**src/rtl/rv_pkg.sv**
```systemverilog
// Shared register-file write types for the writeback path.
package rv_pkg;

    localparam int unsigned XLEN       = 32;
    localparam int unsigned REG_ADDR_W = 5;

    localparam logic [REG_ADDR_W-1:0] REG_ZERO = 5'd0;

    // One register-file write request, used by both the pipeline and mul/div.
    typedef struct packed {
        logic                  valid;
        logic [REG_ADDR_W-1:0] rd;
        logic [XLEN-1:0]       data;
    } wb_req_t;

endpackage

```
**src/rtl/wb_result_fifo.sv**
```systemverilog
// Small synchronous FIFO holding mul/div results until they win the write port.
module wb_result_fifo
    import rv_pkg::*;
#(
    parameter int unsigned FIFO_DEPTH = 2
) (
    input  logic    i_clk,
    input  logic    i_rst_n,
    input  wb_req_t i_push_req,
    input  logic    i_pop,
    output wb_req_t o_head_c,
    output logic    o_full_c
);

    localparam int unsigned PTR_W = $clog2(FIFO_DEPTH);
    localparam int unsigned CNT_W = PTR_W + 1;

    logic [PTR_W-1:0]      wr_ptr_q, wr_ptr_d;
    logic [PTR_W-1:0]      rd_ptr_q, rd_ptr_d;
    logic [CNT_W-1:0]      count_q, count_d;
    logic [REG_ADDR_W-1:0] rd_mem_q   [FIFO_DEPTH];
    logic [XLEN-1:0]       data_mem_q [FIFO_DEPTH];

    logic empty;
    logic push_ok;
    logic pop_ok;

    always_comb begin
        empty   = (count_q == '0);
        o_full_c = (count_q == CNT_W'(FIFO_DEPTH));
        push_ok = i_push_req.valid && !o_full_c;
        pop_ok  = i_pop && !empty;

        o_head_c.valid = !empty;
        o_head_c.rd    = rd_mem_q[rd_ptr_q];
        o_head_c.data  = data_mem_q[rd_ptr_q];
    end

    // Pointers wrap naturally because the depth is a power of two.
    always_comb begin
        wr_ptr_d = wr_ptr_q;
        rd_ptr_d = rd_ptr_q;
        count_d  = count_q;
        if (push_ok) begin
            wr_ptr_d = wr_ptr_q + PTR_W'(1);
        end
        if (pop_ok) begin
            rd_ptr_d = rd_ptr_q + PTR_W'(1);
        end
        case ({push_ok, pop_ok})
            2'b10:   count_d = count_q + CNT_W'(1);
            2'b01:   count_d = count_q - CNT_W'(1);
            default: count_d = count_q;
        endcase
    end

    always_ff @(posedge i_clk or negedge i_rst_n) begin
        if (!i_rst_n) begin
            wr_ptr_q <= '0;
            rd_ptr_q <= '0;
            count_q  <= '0;
        end else begin
            wr_ptr_q <= wr_ptr_d;
            rd_ptr_q <= rd_ptr_d;
            count_q  <= count_d;
        end
    end

    // Storage needs no reset; occupancy is tracked by count_q.
    always_ff @(posedge i_clk) begin
        if (push_ok) begin
            rd_mem_q[wr_ptr_q]   <= i_push_req.rd;
            data_mem_q[wr_ptr_q] <= i_push_req.data;
        end
    end

endmodule

```
**src/rtl/wb_port_arbiter.sv**
```systemverilog
// Arbitrates the single register-file write port between the in-order
// writeback stage and buffered mul/div results, and tracks pending mul/div rds.
module wb_port_arbiter
    import rv_pkg::*;
#(
    parameter int unsigned FIFO_DEPTH = 2,
    parameter int unsigned MAX_WAIT   = 4
) (
    input  logic                  i_clk,
    input  logic                  i_rst_n,
    input  logic                  i_wb_valid,
    input  logic [REG_ADDR_W-1:0] i_wb_rd,
    input  logic [XLEN-1:0]       i_wb_data,
    output logic                  o_wb_stall,
    input  logic                  i_md_valid,
    input  logic [REG_ADDR_W-1:0] i_md_rd,
    input  logic [XLEN-1:0]       i_md_data,
    output logic                  o_md_ready,
    input  logic                  i_md_issue,
    input  logic [REG_ADDR_W-1:0] i_md_issue_rd,
    output logic [XLEN-1:0]       o_rd_busy,
    output logic                  o_rf_we,
    output logic [REG_ADDR_W-1:0] o_rf_waddr,
    output logic [XLEN-1:0]       o_rf_wdata
);

    localparam int unsigned WAIT_W = $clog2(MAX_WAIT + 1);

    wb_req_t wb_req;
    wb_req_t md_push_req;
    wb_req_t md_head;
    wb_req_t grant;
    logic    fifo_full;
    logic    wait_at_max;
    logic    md_win;

    logic [WAIT_W-1:0]     wait_q, wait_d;
    logic [XLEN-1:0]       busy_q, busy_d;
    logic                  rf_we_q, rf_we_d;
    logic [REG_ADDR_W-1:0] rf_waddr_q, rf_waddr_d;
    logic [XLEN-1:0]       rf_wdata_q, rf_wdata_d;

    wb_result_fifo #(
        .FIFO_DEPTH (FIFO_DEPTH)
    ) u_fifo (
        .i_clk      (i_clk),
        .i_rst_n    (i_rst_n),
        .i_push_req (md_push_req),
        .i_pop      (md_win),
        .o_head_c   (md_head),
        .o_full_c   (fifo_full)
    );

    // Per-cycle grant: mul/div wins when full, starved, or the pipeline is idle.
    always_comb begin
        wb_req.valid      = i_wb_valid;
        wb_req.rd         = i_wb_rd;
        wb_req.data       = i_wb_data;
        md_push_req.valid = i_md_valid;
        md_push_req.rd    = i_md_rd;
        md_push_req.data  = i_md_data;

        wait_at_max = (wait_q >= WAIT_W'(MAX_WAIT));
        md_win      = md_head.valid && (fifo_full || wait_at_max || !i_wb_valid);
        grant       = md_win ? md_head : wb_req;

        o_md_ready = !fifo_full;
        o_wb_stall = md_win && i_wb_valid;
    end

    // Next-state for write port, starvation counter and scoreboard.
    always_comb begin
        rf_we_d    = 1'b0;
        rf_waddr_d = rf_waddr_q;
        rf_wdata_d = rf_wdata_q;
        wait_d     = wait_q;
        busy_d     = busy_q;

        if (grant.valid) begin
            rf_we_d    = (grant.rd != REG_ZERO);
            rf_waddr_d = grant.rd;
            rf_wdata_d = grant.data;
        end

        if (!md_head.valid || md_win) begin
            wait_d = '0;
        end else if (!wait_at_max) begin
            wait_d = wait_q + WAIT_W'(1);
        end

        // A same-cycle issue to the retiring rd must leave the bit set.
        if (md_win && (md_head.rd != REG_ZERO)) begin
            busy_d[md_head.rd] = 1'b0;
        end
        if (i_md_issue && (i_md_issue_rd != REG_ZERO)) begin
            busy_d[i_md_issue_rd] = 1'b1;
        end
    end

    always_ff @(posedge i_clk or negedge i_rst_n) begin
        if (!i_rst_n) begin
            wait_q     <= '0;
            busy_q     <= '0;
            rf_we_q    <= 1'b0;
            rf_waddr_q <= '0;
            rf_wdata_q <= '0;
        end else begin
            wait_q     <= wait_d;
            busy_q     <= busy_d;
            rf_we_q    <= rf_we_d;
            rf_waddr_q <= rf_waddr_d;
            rf_wdata_q <= rf_wdata_d;
        end
    end

    assign o_rd_busy  = busy_q;
    assign o_rf_we    = rf_we_q;
    assign o_rf_waddr = rf_waddr_q;
    assign o_rf_wdata = rf_wdata_q;

endmodule

```
**config.mk**
```make
export PLATFORM = sky130hd
export DESIGN_NAME = wb_port_arbiter
export DESIGN_NICKNAME = d
export VERILOG_FILES = /design/src/rtl/rv_pkg.sv /design/src/rtl/wb_result_fifo.sv /design/src/rtl/wb_port_arbiter.sv
export SDC_FILE = /design/constraint.sdc
export NUM_CORES = 1
export LEC_CHECK = 0
export ABC_AREA = 1
export CORE_MARGIN = 2
export CORE_UTILIZATION = 40
export CTS_BUF_LIST = sky130_fd_sc_hd__clkbuf_4
export CTS_CLUSTER_SIZE = 30
export DETAILED_ROUTE_END_ITERATION = 7
export GPL_ROUTABILITY_DRIVEN = 0
export GPL_TIMING_DRIVEN = 0
export PLACE_DENSITY_LB_ADDON = 0.05
export SLEW_MARGIN = 5
export SYNTH_ARGS = -nofsm -noshare
export SYNTH_HDL_FRONTEND = slang
export SYNTH_SLANG_ARGS = --single-unit
```
**constraint.sdc**
```tcl
create_clock -name i_clk -period 2.85 [get_ports i_clk]
set_input_delay 0.57 -clock i_clk [delete_from_list [all_inputs] [get_ports i_clk]]
set_output_delay 0.57 -clock i_clk [all_outputs]
set_load 0.02 [all_outputs]
```
## Yosys cells after proc, flatten, opt, wreduce, memory -nomap -nowiden

Memory sizes are Yosys's and may differ from the RTL's.
Cells that the tools add are included.

- Reductions and logical operators: 19
- $add $sub $neg: 5
- Bitwise logic cells: 3
- $lt $le $gt $ge: 5
- Eq/ne operators: 4
- Mux-type cells: 13

Operators by type and width:

| operator | count |
|---|---|
| $mux 32 | 2 |
| $mux 38 | 1 |
| $and 32x32->32 | 1 |
| $not 32->32 | 1 |
| $or 32x32->32 | 1 |
| $reduce_bool 5->1 | 3 |
| $lt 5x6->1 const B | 2 |
| $demux 1 s5 | 2 |
| $ge 5x1->1 const B | 2 |
| $logic_and 1x1->1 | 8 |
| $mux 3 | 2 |
| $mux 1 | 5 |
| $eq 2x2->1 const B | 2 |
| $pmux 2 s2 | 1 |
| $add 3x1->3 const B | 1 |
| $ge 3x3->1 const B | 1 |
| $logic_not 1->1 | 3 |
| $logic_or 1x1->1 | 3 |
| $add 1x1->1 const B | 2 |
| $add 2x1->2 const B | 1 |
| $eq 2x1->1 const B | 1 |
| $logic_not 2->1 | 1 |
| $ne 2x1->1 const B | 1 |
| $reduce_bool 2->1 | 1 |
| $sub 2x1->2 const B | 1 |

- Memories kept: 2
- Memory bits (writable): 74
- Register bits after elaboration: 77
- Input port bits: 84
- Word-level logic and storage cells: 59
- Output and inout bits: 72

Memory list:

| memory | depth | bits a word | rd ports | clocked after memory_dff | write ports | line | text |
|---|---|---|---|---|---|---|---|
| u_fifo.data_mem_q | 2 | 32 | 1 | 0 | 1 | wb_result_fifo.sv:22 | `logic [XLEN-1:0] data_mem_q [FIFO_DEPTH];` |
| u_fifo.rd_mem_q | 2 | 5 | 1 | 0 | 1 | wb_result_fifo.sv:21 | `logic [REG_ADDR_W-1:0] rd_mem_q [FIFO_DEPTH];` |

## Longest topological paths before layout

Gate-level depths: netlist (run 1).
An unclocked memory read counts as a cell.

- Depth after elaboration: 10
- Gate-level depth with buffers: 10
- Mapped depth without buffers: 9

## By module

A second synthesis (run 1) with hierarchy kept.

- Cells, all modules: 641
- Area, all modules: 6331.1 µm²

Modules (own cells, without submodules):

| module | times used | area each (µm²) | cells an instance | seq. area each (µm²) |
|---|---|---|---|---|
| wb_port_arbiter | 1 | 3395.8 | 416 | 1826.8 |
| wb_result_fifo | 1 | 2935.3 | 225 | 2322.2 |

## Worst setup path after synthesis (run 1)

OpenSTA, ideal clock, no wires.

- Path type: reg2reg
- From: register u_fifo.count_q[0]
- To: memory u_fifo.data_mem_q[1][0], enable pin
- Arrival: 2.417 ns
- Setup time: 0.433 ns
- Data required time: 2.417 ns
- Path slack: 0.000 ns
- Clock period less this slack: 2.850 ns
- Path buffers: 0
- Cell stages (with the launch flop): 5
- Cells stage by stage: dfrtp_1 -> inv_2 -> nand2_1 -> nand2_1 -> nor2_1

- Word-level cells in the longest chain between the ends: 5

RTL lines:

| element | line | text |
|---|---|---|
| start, declared | wb_result_fifo.sv:20 | `logic [CNT_W-1:0] count_q, count_d;` |
| start signal, assigned | wb_result_fifo.sv:65 | `count_q <= count_d;` |
| $eq 2x2->1 | wb_result_fifo.sv:30 | `o_full_c = (count_q == CNT_W'(FIFO_DEPTH));` |
| $logic_not 1->1 | n/a |  |
| net o_md_ready | wb_port_arbiter.sv:18 | `output logic o_md_ready,` |
| $logic_and 1x1->1 | wb_result_fifo.sv:31 | `push_ok = i_push_req.valid && !o_full_c;` |
| $mux 1 | wb_result_fifo.sv:71 | `if (push_ok) begin` |
| $mux 1 (implied by the code) | wb_result_fifo.sv:73 | `data_mem_q[wr_ptr_q] <= i_push_req.data;` |
| end, declared | wb_result_fifo.sv:22 |  |

The timed path passes the listed nets, and every way through them passes these cells.

## Final worst setup path (run 1)

- From: input port i_wb_valid
- To: output port o_wb_stall

- Word-level cells in the longest chain between the ends: 4

RTL lines:

| element | line | text |
|---|---|---|
| start, declared | wb_port_arbiter.sv:11 | `input logic i_wb_valid,` |
| $logic_not 1->1 | wb_port_arbiter.sv:64 | `md_win = md_head.valid && (fifo_full \|\| wait_at_max \|\| !i_wb_valid);` |
| $logic_or 1x1->1 | wb_port_arbiter.sv:64 |  |
| $logic_and 1x1->1 | wb_port_arbiter.sv:64 |  |
| $logic_and 1x1->1 (*) | wb_port_arbiter.sv:68 | `o_wb_stall = md_win && i_wb_valid;` |
| end, declared | wb_port_arbiter.sv:14 | `output logic o_wb_stall,` |

Mark *: on every way between the ends. The rest lies on a longest branch, timed or not.

==> summary.md, run 1 <==
| Metric | Value |
|---|---|
| P_leak | `3.52 nW` |
| Drt total wl | `16.6 mm` |
| Slew Limit Fails | `0` |
| Number of cells on the worst reg-to-reg path | `5` |
| Netlist Area Pre-Place | `6470 um^2` |
| Syn_area_per_cell | `9.97 um^2` |
| First-pass GRT wire length | `27.0 mm` |
| Run status | `finished, final reports clean` |
| Worst slack, placed | `-0.245 ns` |
| Max H-tree Level | `4` |
| Clock Sinks | `151` |
| CP Max Fanout | `17` |
| RSZ-0062 raised after global routing | `no` |
| Pin count of the biggest net entering global routing | `56` |
| CP max stage cell | `clkdlybuf4s50_1` |
| Tightest Hold Check Type | `input port to register` |
| CTS max path bufs | `2` |
| Area of the core | `15,800 um^2` |
| Seq/Total Area, Yosys | `0.641` |
| Syn nets | `736` |
| Most frequent cells in the layout | `172 x nand2_1, 152 x clkdlybuf4s50_1, 97 x nor2_1` |
| All-Layer GR Usage | `0.202` |
| Final period util | `0.915` |
| Final WS setup | `0.242 ns` |
| DRC | `0` |
| Post-Syn Instances | `649` |
| Area grow syn2layout | `33.4%` |
| Setup tns final | `0 ns` |
| Synth Warn # | `0` |
| Power density over the cells | `1060 nW/um^2` |
| Worst ir drop on vdd | `448 uV` |
| Layout cells sized above 1 | `0.0979` |
| CTS tree | `done` |
| Later-pin clock latency in the skew report | `0.54 ns` |
| Top achievable clock speed | `0.383 GHz` |
| Detailed Routing Iterations Pass 1 | `5` |
| Die Wd | `131 um` |
| Vias in the first global route | `5,188` |
| Slew HR | `0.376` |
| Max stage delay on crit path | `0.50 ns` |
| Placed instance area | `8380 um^2` |
| CTS root buffer | `clkbuf_4` |
| Die area | `17,200 um^2` |
| Reg2reg end | `u_fifo.data_mem_q[0][27]` |
| Worst R2R Setup Slack | `0.99 ns` |
| Clk_skew | `0.0103 ns` |
| I/O pin cnt | `156` |
| Port buffer count | `154` |
| RR Startpoint | `u_fifo.count_q[0]` |
| Critical path type | `input port to output pin` |
| Routed vias | `5,104` |
| Synth cell types | `27` |
| CP endpoint | `o_wb_stall` |
| Initial core utilization | `0.409` |
| Crit path required time | `2.28 ns` |
| Fill cell count | `1,455` |
| Initial antenna violation count | `1` |
| Design area | `8640 um^2` |
| WL per Instance | `15.7 um` |
| #FFs+latches synth | `151` |
| Clock slew at reported path FFs | `0.12 ns` |
| CP endpoint kind | `output pin` |
| Worst-path cell chain | `clkdlybuf4s50_1 -> nand3_4 -> nand2_4 -> inv_4 -> nand2_1 -> inv_1 -> dlygate4sd2_1` |
| Post-CTS setup buffer count | `0` |
| DRT iter0 DRCs | `267` |
| Tot Pwr | `9.11 mW` |
| Final setup viols | `0` |
| # nets final | `912` |
| Die H | `131 um` |
| Post-DP HPWL | `11.9 mm` |
| Worst Tran Pin Value | `0.929 ns` |
| Commonest non-fill, non-tap cell in the layout | `nand2_1` |
| Clock period minus worst slack | `2.61 ns` |
| Num rows | `46` |
| Antenna-violating nets left | `0` |
| Critical Path AT | `2.04 ns` |
| Critical path launch point | `i_wb_valid` |
| Number of vias per cell | `4.84` |
| CP Launch Type | `input port` |
| CTS Buf Count | `17` |
| Total grt overflow | `0` |
| Final Hold Viols | `0` |
| Max-cap violations | `0` |
==> layer usage <==
layer  GRT usage  up-vias  part of all wire
met5           0        -                 0
met4      0.0610        0             0.015
met3      0.0610       19             0.063
met2       0.333      161              0.49
met1       0.258     2403              0.43
li1            -     2521                 -
==> registers in the layout, indices dropped and copies added, names as in the netlist <==
signal             cells
o_rd_busy             32
o_rf_waddr             5
o_rf_wdata            32
o_rf_we                1
u_fifo.count_q         2
u_fifo.data_mem_q     64
u_fifo.rd_mem_q       10
u_fifo.rd_ptr_q        1
u_fifo.wr_ptr_q        1
wait_q                 3
==> area by class of cell <==
| type | instances | area [um^2] | share of cell area |
|---|---|---|---|
| diodes | 1 | 2.50 | 0.000290 |
| plain buffers | 27 | 169 | 0.0196 |
| clock buffers | 19 | 143 | 0.0165 |
| clock inverters | 13 | 108 | 0.0125 |
| inverters | 39 | 149 | 0.0172 |
| multi-input cells | 431 | 2010 | 0.233 |
| flip-flops and latches | 151 | 4150 | 0.481 |
| well taps | 216 | 270 | 0.0313 |
| repair buffers | 158 | 1630 | 0.189 |
==> cell usage after synthesis <==
library cell	number	area share
clkbuf_1	8	0.0046
inv_1	32	0.019
nand3_1	38	0.029
nor2_2	2	0.0019
nand3_4	1	0.0027
o211ai_1	15	0.017
xnor2_1	1	0.0014
o21ai_1	48	0.037
clkinv_1	2	0.0012
buf_2	10	0.0077
a21oi_1	2	0.0015
buf_6	5	0.0087
nand2_2	5	0.0048
o211ai_2	10	0.019
edfxtp_1	74	0.34
o21ai_0	21	0.016
nand4_1	6	0.0058
xor2_1	2	0.0027
nand2_1	172	0.10
inv_2	4	0.0023
nor2_1	99	0.057
nor3_1	5	0.0039
ha_1	3	0.0058
nand2_4	1	0.0017
inv_4	1	0.00097
buf_4	5	0.0058
dfrtp_1	77	0.30
==> worst min path at each step <==
stage	slack, ns	start	to	cells past startpoint
floorplan	0.27	i_rst_n	o_rd_busy[0]	0
global placement	0.44	o_rd_busy[0]	o_rd_busy[0]	1
detailed placement	0.45	o_rd_busy[0]	o_rd_busy[0]	1
CTS	0.31	i_md_issue_rd[2]	o_rd_busy[12]	3
global route	0.33	i_md_issue_rd[2]	o_rd_busy[13]	3
finish	0.38	i_md_issue_rd[2]	o_rd_busy[22]	3
==> critical path, delay by kind of cell <==
kind	cells	cell delay [ns]
AND/OR/NAND/NOR	3	0.38
buffers and inverters	4	1.09
==> power by group <==
part / total (mW) / internal (mW) / switching (mW)
clock: 1.21 / 0.445 / 0.768
combinational: 4.41 / 1.79 / 2.63
sequential: 3.49 / 3.11 / 0.377
total: 9.11 / 5.34 / 3.77
==> through the flow <==
step,cells,hold slack (ns),util
4_1_cts,1055,0.314,0.546
5_1_grt,1055,0.331,0.546
2_1_floorplan,649,0.274,-
3_3_place_gp,1019,0.439,0.523
6_report,1055,0.379,0.546
3_5_place_dp,1022,0.448,0.529
==> cells by family (layout without fill, tap and decap cells) <==
logic type,after synthesis,count (layout),share of synthesized area
AND/OR/NAND/NOR,329,329,0.207
buffers and inverters,67,256,0.0499
other,0,1,0
adder cells (fa/ha/maj),3,3,0.00580
flip-flops,151,151,0.641
XOR/XNOR,3,3,0.00406
AO/OA/AOI/OAI,96,96,0.0916
==> timing repair <==
item,in CTS,in global routing
hold buffers,1,0
pin swaps,0,0
resized for setup,2,0
hold endpoints to repair,22,0
setup endpoints to repair,1,1
No activity file was read; power rests on OpenSTA's default activity.
==> inputs of run 2 (changes only) <==
--- a/config.mk
+++ b/config.mk
@@ -6,10 +6,10 @@
 export NUM_CORES = 1
 export LEC_CHECK = 0
 export ABC_AREA = 1
+export CORE_ASPECT_RATIO = 1.1
 export CORE_MARGIN = 2
 export CORE_UTILIZATION = 40
 export CTS_BUF_LIST = sky130_fd_sc_hd__clkbuf_4
-export CTS_CLUSTER_SIZE = 30
 export DETAILED_ROUTE_END_ITERATION = 7
 export GPL_ROUTABILITY_DRIVEN = 0
 export GPL_TIMING_DRIVEN = 0
==> run 2 against run 1 <==
- critical path depth unchanged
- critical path type is now register to output pin
- largest power group unchanged
- clock-buffer cell count stayed put
- cell area grew 0.61%
==> summary.md, run 2 (synthesis gave the netlist of run 1 again) <==
| Metric | Value |
|---|---|
| P_leak | `3.55 nW (+1.0%)` |
| Int Pwr | `5.61 mW (+5.1%)` |
| Die H | `137 um (+4.7%)` |
| CP Launch Type | `register` |
| DRC | `0 (unchanged)` |
| Num rows | `48 (+4.3%)` |
| Worst Tran Pin Value | `0.896 ns (-0.0330 ns)` |
| Final WS setup | `0.337 ns (+0.0951 ns)` |
| Clock slew at reported path FFs | `0.13 ns (about the same)` |
| Layout cells sized above 1 | `0.0955 (-0.00239)` |
| CP Max Fanout | `17 (unchanged)` |
| Net Sw Frac | `0.402 (-0.0118)` |
| Antenna-violating nets left | `0 (unchanged)` |
| Pin count of the biggest net entering global routing | `54 (-3.6%)` |
| Detailed Routing Iterations Pass 1 | `5 (unchanged)` |
| Worst ir drop on vdd | `516 uV (+15%)` |
| Clk_skew | `0.0184 ns (+0.00818 ns)` |
| Number of vias per cell | `4.97 (+2.7%)` |
| Critical path type | `register to output pin` |
| Slew HR | `0.398 (+0.0222)` |
| Slew Limit Fails | `0 (unchanged)` |
| Tightest Hold Check Type | `input port to register` |
| Max reg flops | `64 (unchanged)` |
| Design area | `8690 um^2 (+0.61%)` |
| I/O pin cnt | `156 (unchanged)` |
| Initial antenna violation count | `1 (unchanged)` |
| Clock Sinks | `151 (unchanged)` |
| Critical Path AT | `1.94 ns (-0.10 ns)` |
| Final Hold Viols | `0 (unchanged)` |
| Combinational fraction of design power | `0.470 (-0.014)` |
| Initial core utilization | `0.411 (+0.00241)` |
| Clock share of power | `0.158 (+0.025)` |
| Final setup viols | `0 (unchanged)` |
| CTS max path bufs | `2 (unchanged)` |
| Commonest non-fill, non-tap cell in the layout | `nand2_1` |
| Die Wd | `125 um (-4.5%)` |
| First-pass GRT wire length | `26.6 mm (-1.5%)` |
| All-Layer GR Usage | `0.201 (-0.000868)` |
| Area grow syn2layout | `34.3%` |
| Worst slack, placed | `-0.259 ns (-0.0144 ns)` |
| CTS Buf Count | `17 (unchanged)` |
| CP endpoint kind | `output pin` |
| CTS root buffer | `clkbuf_4` |
| Later-pin clock latency in the skew report | `0.54 ns (about the same)` |
| Most frequent cells in the layout | `172 x nand2_1, 151 x clkdlybuf4s50_1, 97 x nor2_1` |
| Max-cap violations | `0 (unchanged)` |
| Power density over the cells | `1080 nW/um^2 (+2.4%)` |
| RSZ-0062 raised after global routing | `no` |
| Routed vias | `5,163 (+1.2%)` |
| Post-DP HPWL | `12.1 mm (+1.6%)` |
| Area of the core | `15,700 um^2 (-0.59%)` |
| Seq pwr share | `0.373 (-0.010)` |
| WL per Instance | `16.1 um (+2.3%)` |
| Net Switching | `3.77 mW (about the same)` |
| Max H-tree Level | `4 (unchanged)` |
| Total grt overflow | `0 (unchanged)` |
| Die area | `17,200 um^2 (about the same)` |
| Clock period minus worst slack | `2.51 ns (-0.0951 ns)` |
| DRT iter0 DRCs | `224 (-16%)` |
| Vias in the first global route | `5,382 (+3.7%)` |
| Port buffer count | `154 (unchanged)` |
| Crit path required time | `2.28 ns (about the same)` |
| Biggest register | `u_fifo.data_mem_q` |
| Drt total wl | `16.7 mm (+0.75%)` |
| CTS tree | `done` |
| Final period util | `0.882 (-0.0334)` |
| Top achievable clock speed | `0.398 GHz (+3.8%)` |
| Run status | `finished, final reports clean` |
| Placed instance area | `8360 um^2 (-0.24%)` |
| # nets final | `912 (unchanged)` |
==> run 2: cell count changes in the layout (fill, tap and decap cells not counted) <==
| cell | change |
|---|---|
| bufinv_16 | +3 |
| clkdlybuf4s50_1 | -1 |
| clkinv_1 | +2 |
| clkinv_2 | -4 |
| clkinv_4 | +1 |
| clkinvlp_4 | -2 |
| dlygate4sd2_1 | +1 |
| inv_4 | -1 |
| inv_6 | +1 |
==> run 2: layout make-up <==
type	count	area, um^2
Fill cell	1440	7050
Sequential cell	151	4150
Multi-Input combinational cell	431	2010
Timing Repair Buffer	158	1630
Tap cell	200	250
Clock inverter	13	179
Buffer	27	169
Inverter	39	151
Clock buffer	19	143
Antenna cell	1	2.50
==> run 2: repair_timing <==
action	in CTS	in global routing
endpoints found under the setup margin	1	0
hold buffers	1	0
endpoints found under the hold margin	24	0
resized for setup	4	0
setup buffers	0	0
==> run 2: metal layers <==
metal | share of wire | wire length (um) | vias to the layer above | global-route usage
li1 | - | - | 2524 | -
met1 | 0.43 | 7220 | 2449 | 0.244
met2 | 0.48 | 8100 | 159 | 0.340
met3 | 0.055 | 914 | 31 | 0.0532
met4 | 0.028 | 475 | 0 | 0.0907
met5 | 0 | 0 | - | 0
==> run 2: power by group through the flow <==
stage | Combinational (mW) | Clock [mW] | Sequential (mW)
finish | 4.41 | 1.48 | 3.50
global route | 4.85 | 1.61 | 3.59
CTS | 4.47 | 1.53 | 3.51
detailed placement | 4.47 | 0 | 3.55
global placement | 4.31 | 0 | 3.53
floorplan | 1.92 | 0 | 4.10
==> run 2: per-stage QoR <==
stage | TNS (ns) | util | power (mW) | cells | hold slack [ns]
global route | 0 | 0.552 | 10.1 | 1039 | 0.344
CTS | 0 | 0.552 | 9.51 | 1038 | 0.307
floorplan | 0 | - | 6.02 | 649 | 0.274
detailed placement | -0.259 | 0.531 | 8.02 | 1006 | 0.456
global placement | -187.48 | 0.525 | 7.85 | 1003 | 0.439
finish | 0 | 0.552 | 9.39 | 1039 | 0.361
==> run 2: critical path, cell delays in order, from the launching register on <==
cell and delay (ns):
dfrtp_2 0.46, inv_2 0.05, nand2_2 0.15, nand2_4 0.13
inv_6 0.17, nand2_1 0.07, inv_1 0.05, dlygate4sd2_1 0.32
==> run 2: path summary, 6_finish.rpt <==
| check | start | cells after the start | to | slack (ns) |
|---|---|---|---|---|
| setup reg to reg | u_fifo.count_q[0] | 5 | u_fifo.data_mem_q[0][25] | 1.00 |
| setup / recovery | u_fifo.count_q[0] | 7 | o_wb_stall | 0.34 |
| hold reg to reg | wait_q[0] | 1 | wait_q[0] | 0.47 |
| max in group asynchronous | i_rst_n | 3 | u_fifo.count_q[0] | 1.76 |
| min in group asynchronous | i_rst_n | 2 | o_rd_busy[0] | 0.48 |
| hold / removal | i_md_issue_rd[2] | 3 | o_rd_busy[12] | 0.36 |
==> inputs of run 3 (changes only) <==
--- a/config.mk
+++ b/config.mk
@@ -11,7 +11,7 @@
 export CORE_UTILIZATION = 40
 export CTS_BUF_LIST = sky130_fd_sc_hd__clkbuf_4
 export DETAILED_ROUTE_END_ITERATION = 7
-export GPL_ROUTABILITY_DRIVEN = 0
+export DONT_BUFFER_PORTS = 1
 export GPL_TIMING_DRIVEN = 0
 export PLACE_DENSITY_LB_ADDON = 0.05
 export SLEW_MARGIN = 5
==> run 3 against run 2 <==
- clock skew decreased by 0.0042 ns
- utilization shrank 11 points
- maximum frequency is 1.9% lower
- critical endpoint unchanged
==> summary.md, run 3 (synthesis gave the netlist of run 1 again) <==
| Metric | Value |
|---|---|
| Run status | `finished, final reports clean` |
| CTS tree | `done` |
| Worst-path cell chain | `inv_2 -> nand2_2 -> nand2_4 -> inv_4 -> buf_2 -> nand2_1 -> inv_1` |
| Die Wd | `125 um (unchanged)` |
| CP top delay family | `buffers and inverters` |
| CTS Buf Count | `17 (unchanged)` |
| Clk_skew | `0.0142 ns (-0.00421 ns)` |
| Post-DP HPWL | `11.4 mm (-5.9%)` |
| Num rows | `48 (unchanged)` |
| Hold Buf Count CTS | `2 (+1)` |
| CP Launch Type | `register` |
| Pin count of the biggest net entering global routing | `78 (+44%)` |
| Levels on crit path | `7 (unchanged)` |
| Finished Layout Cells | `886 (-15%)` |
| I/O pin cnt | `156 (unchanged)` |
| Clock Sinks | `151 (unchanged)` |
| Area of the core | `15,700 um^2 (unchanged)` |
| Port buffer count | `0 (-100%)` |
| Critical path type | `register to output pin` |
| RSZ-0062 raised after global routing | `no` |
| Slew Limit Fails | `0 (unchanged)` |
| Max H-tree Level | `4 (unchanged)` |
| Initial antenna violation count | `1 (unchanged)` |
| Area grow syn2layout | `8.70%` |
| Most frequent cells in the layout | `172 x nand2_1, 97 x nor2_1, 77 x dfrtp_1` |
| RR Startpoint | `u_fifo.count_q[0]` |
| Worst path buffer plus inverter count | `4 (unchanged)` |
| Net Sw Frac | `0.455 (+0.0532)` |
| Final setup viols | `0 (unchanged)` |
| Final Hold Viols | `0 (unchanged)` |
| Die area | `17,200 um^2 (unchanged)` |
| WL per Instance | `18.1 um (+13%)` |
| Biggest register | `u_fifo.data_mem_q` |
| Initial core utilization | `0.411 (unchanged)` |
| Reg2reg end | `u_fifo.data_mem_q[0][4]` |
| Combinational fraction of design power | `0.333 (-0.137)` |
| Worst Hold End | `u_fifo.data_mem_q[1][17]` |
| Crit path required time | `2.28 ns (about the same)` |
| CTS root buffer | `clkbuf_4` |
| Later-pin clock latency in the skew report | `0.53 ns (about the same)` |
| Max-cap violations | `0 (unchanged)` |
| Net Switching | `3.60 mW (-4.6%)` |
| Dpl cells | `851 (-15%)` |
| Drt total wl | `16.1 mm (-4.0%)` |
| Tot Pwr | `7.90 mW (-16%)` |
| Routed vias | `4,500 (-13%)` |
| Commonest non-fill, non-tap cell in the layout | `nand2_1` |
| Final WS setup | `0.288 ns (-0.0489 ns)` |
| Clock slew at reported path FFs | `0.13 ns (about the same)` |
| HP Start | `i_md_data[17]` |
| All-Layer GR Usage | `0.195 (-0.00664)` |
| Total grt overflow | `0 (unchanged)` |
| First-pass GRT wire length | `25.5 mm (-4.2%)` |
| CP endpoint kind | `output pin` |
| CP max stage cell | `dfrtp_1` |
| Critical Path AT | `1.99 ns (+0.05 ns)` |
| Clock share of power | `0.138 (-0.020)` |
| Top achievable clock speed | `0.390 GHz (-1.9%)` |
| Int Pwr | `4.31 mW (-23%)` |
| Worst R2R Setup Slack | `0.78 ns (-0.22 ns)` |
| Vias in the first global route | `4,697 (-13%)` |
| PostCTS Resize Cnt | `0 (-4)` |
| Worst Tran Pin Value | `1.01 ns (+0.115 ns)` |
| CP Max Fanout | `10 (-7)` |
| DRC | `0 (unchanged)` |
| Final period util | `0.899 (+0.0172)` |
| Layout cells sized above 1 | `0.111 (+0.0155)` |
| Die H | `137 um (unchanged)` |
| Max reg flops | `64 (unchanged)` |
| P_leak | `2.89 nW (-19%)` |
| DRT iter0 DRCs | `188 (-16%)` |
| Seq pwr share | `0.529 (+0.156)` |
| Antenna-violating nets left | `0 (unchanged)` |
| Slew HR | `0.321 (-0.0771)` |
| Gpl congestion | `0.805` |
| Detailed Routing Iterations Pass 1 | `4 (-1)` |
| Worst ir drop on vdd | `502 uV (-2.7%)` |
| CTS max path bufs | `2 (unchanged)` |
| Max stage delay on crit path | `0.49 ns (+0.03 ns)` |
| # nets final | `759 (-17%)` |
| Number of cells on the worst reg-to-reg path | `5 (unchanged)` |
| Fill cell count | `1,554 (+7.9%)` |
| Number of vias per cell | `5.08 (+2.2%)` |
| WHS Path Cells | `0 (-3)` |
| Power density over the cells | `1120 nW/um^2 (+4.0%)` |
| Tightest Hold Check Type | `input port to register` |
| Post-CTS setup buffer count | `0 (unchanged)` |
| Worst slack, placed | `0.770 ns (+1.03 ns)` |
| Clock period minus worst slack | `2.56 ns (+0.0489 ns)` |
==> run 3: stage by stage <==
stage / area (um^2) / hold WS, ns / utilization / setup TNS (ns)
detailed placement: 6780 / 0.276 / 0.431 / 0
floorplan: 6470 / 0.274 / - / 0
CTS: 7030 / 0.0558 / 0.447 / 0
finish: 7030 / 0.121 / 0.447 / 0
global route: 7030 / 0.0398 / 0.447 / 0
global placement: 6720 / 0.276 / 0.427 / -52.83
==> run 3: power groups by stage <==
| stage | registers, mW | clock network [mW] | logic, mW |
|---|---|---|---|
| finish | 4.18 | 1.09 | 2.63 |
| global route | 4.27 | 1.23 | 3.03 |
| CTS | 4.20 | 1.14 | 2.69 |
| detailed placement | 4.24 | 0 | 2.66 |
| global placement | 4.25 | 0 | 2.55 |
| floorplan | 4.10 | 0 | 1.92 |
==> run 3: how the worst max path moves through the flow <==
stage / to / startpoint / slack [ns]
after floorplan: u_fifo.data_mem_q[0][0] / u_fifo.count_q[0] / 0.01
after global placement: u_fifo.data_mem_q[0][12] / u_fifo.count_q[0] / -1.24
after detailed placement: u_fifo.data_mem_q[0][3] / u_fifo.count_q[0] / 0.77
after CTS: o_wb_stall / u_fifo.count_q[0] / 0.21
after global routing: o_wb_stall / u_fifo.count_q[0] / 0.07
final: o_wb_stall / u_fifo.count_q[0] / 0.29
==> run 3: layer usage <==
| layer | wire length (um) | track usage | vias to the layer above |
|---|---|---|---|
| li1 | - | - | 2211 |
| met1 | 6920 | 0.244 | 2126 |
| met2 | 7620 | 0.317 | 152 |
| met3 | 1360 | 0.0777 | 11 |
| met4 | 144 | 0.0512 | 0 |
| met5 | 0 | 0 | - |
==> run 3: layout make-up <==
cell class                      count  area [um^2]  share of cell area
Clock inverter                     14         82.6              0.0117
Buffer                             28          174              0.0247
Antenna cell                        1         2.50            0.000356
Inverter                           39          149              0.0212
Tap cell                          200          250              0.0356
Timing Repair Buffer                4         77.6              0.0110
Multi-Input combinational cell    431         2010               0.286
Clock buffer                       18          135              0.0192
Sequential cell                   151         4150               0.590
==> run 3: worst register-to-register path: stages, from the launching register on <==
cell and delay [ns]:
dfrtp_1 0.49, inv_2 0.07, nand2_1 0.24, nand2_1 0.23
nor2_4 0.49, buf_12 0.25
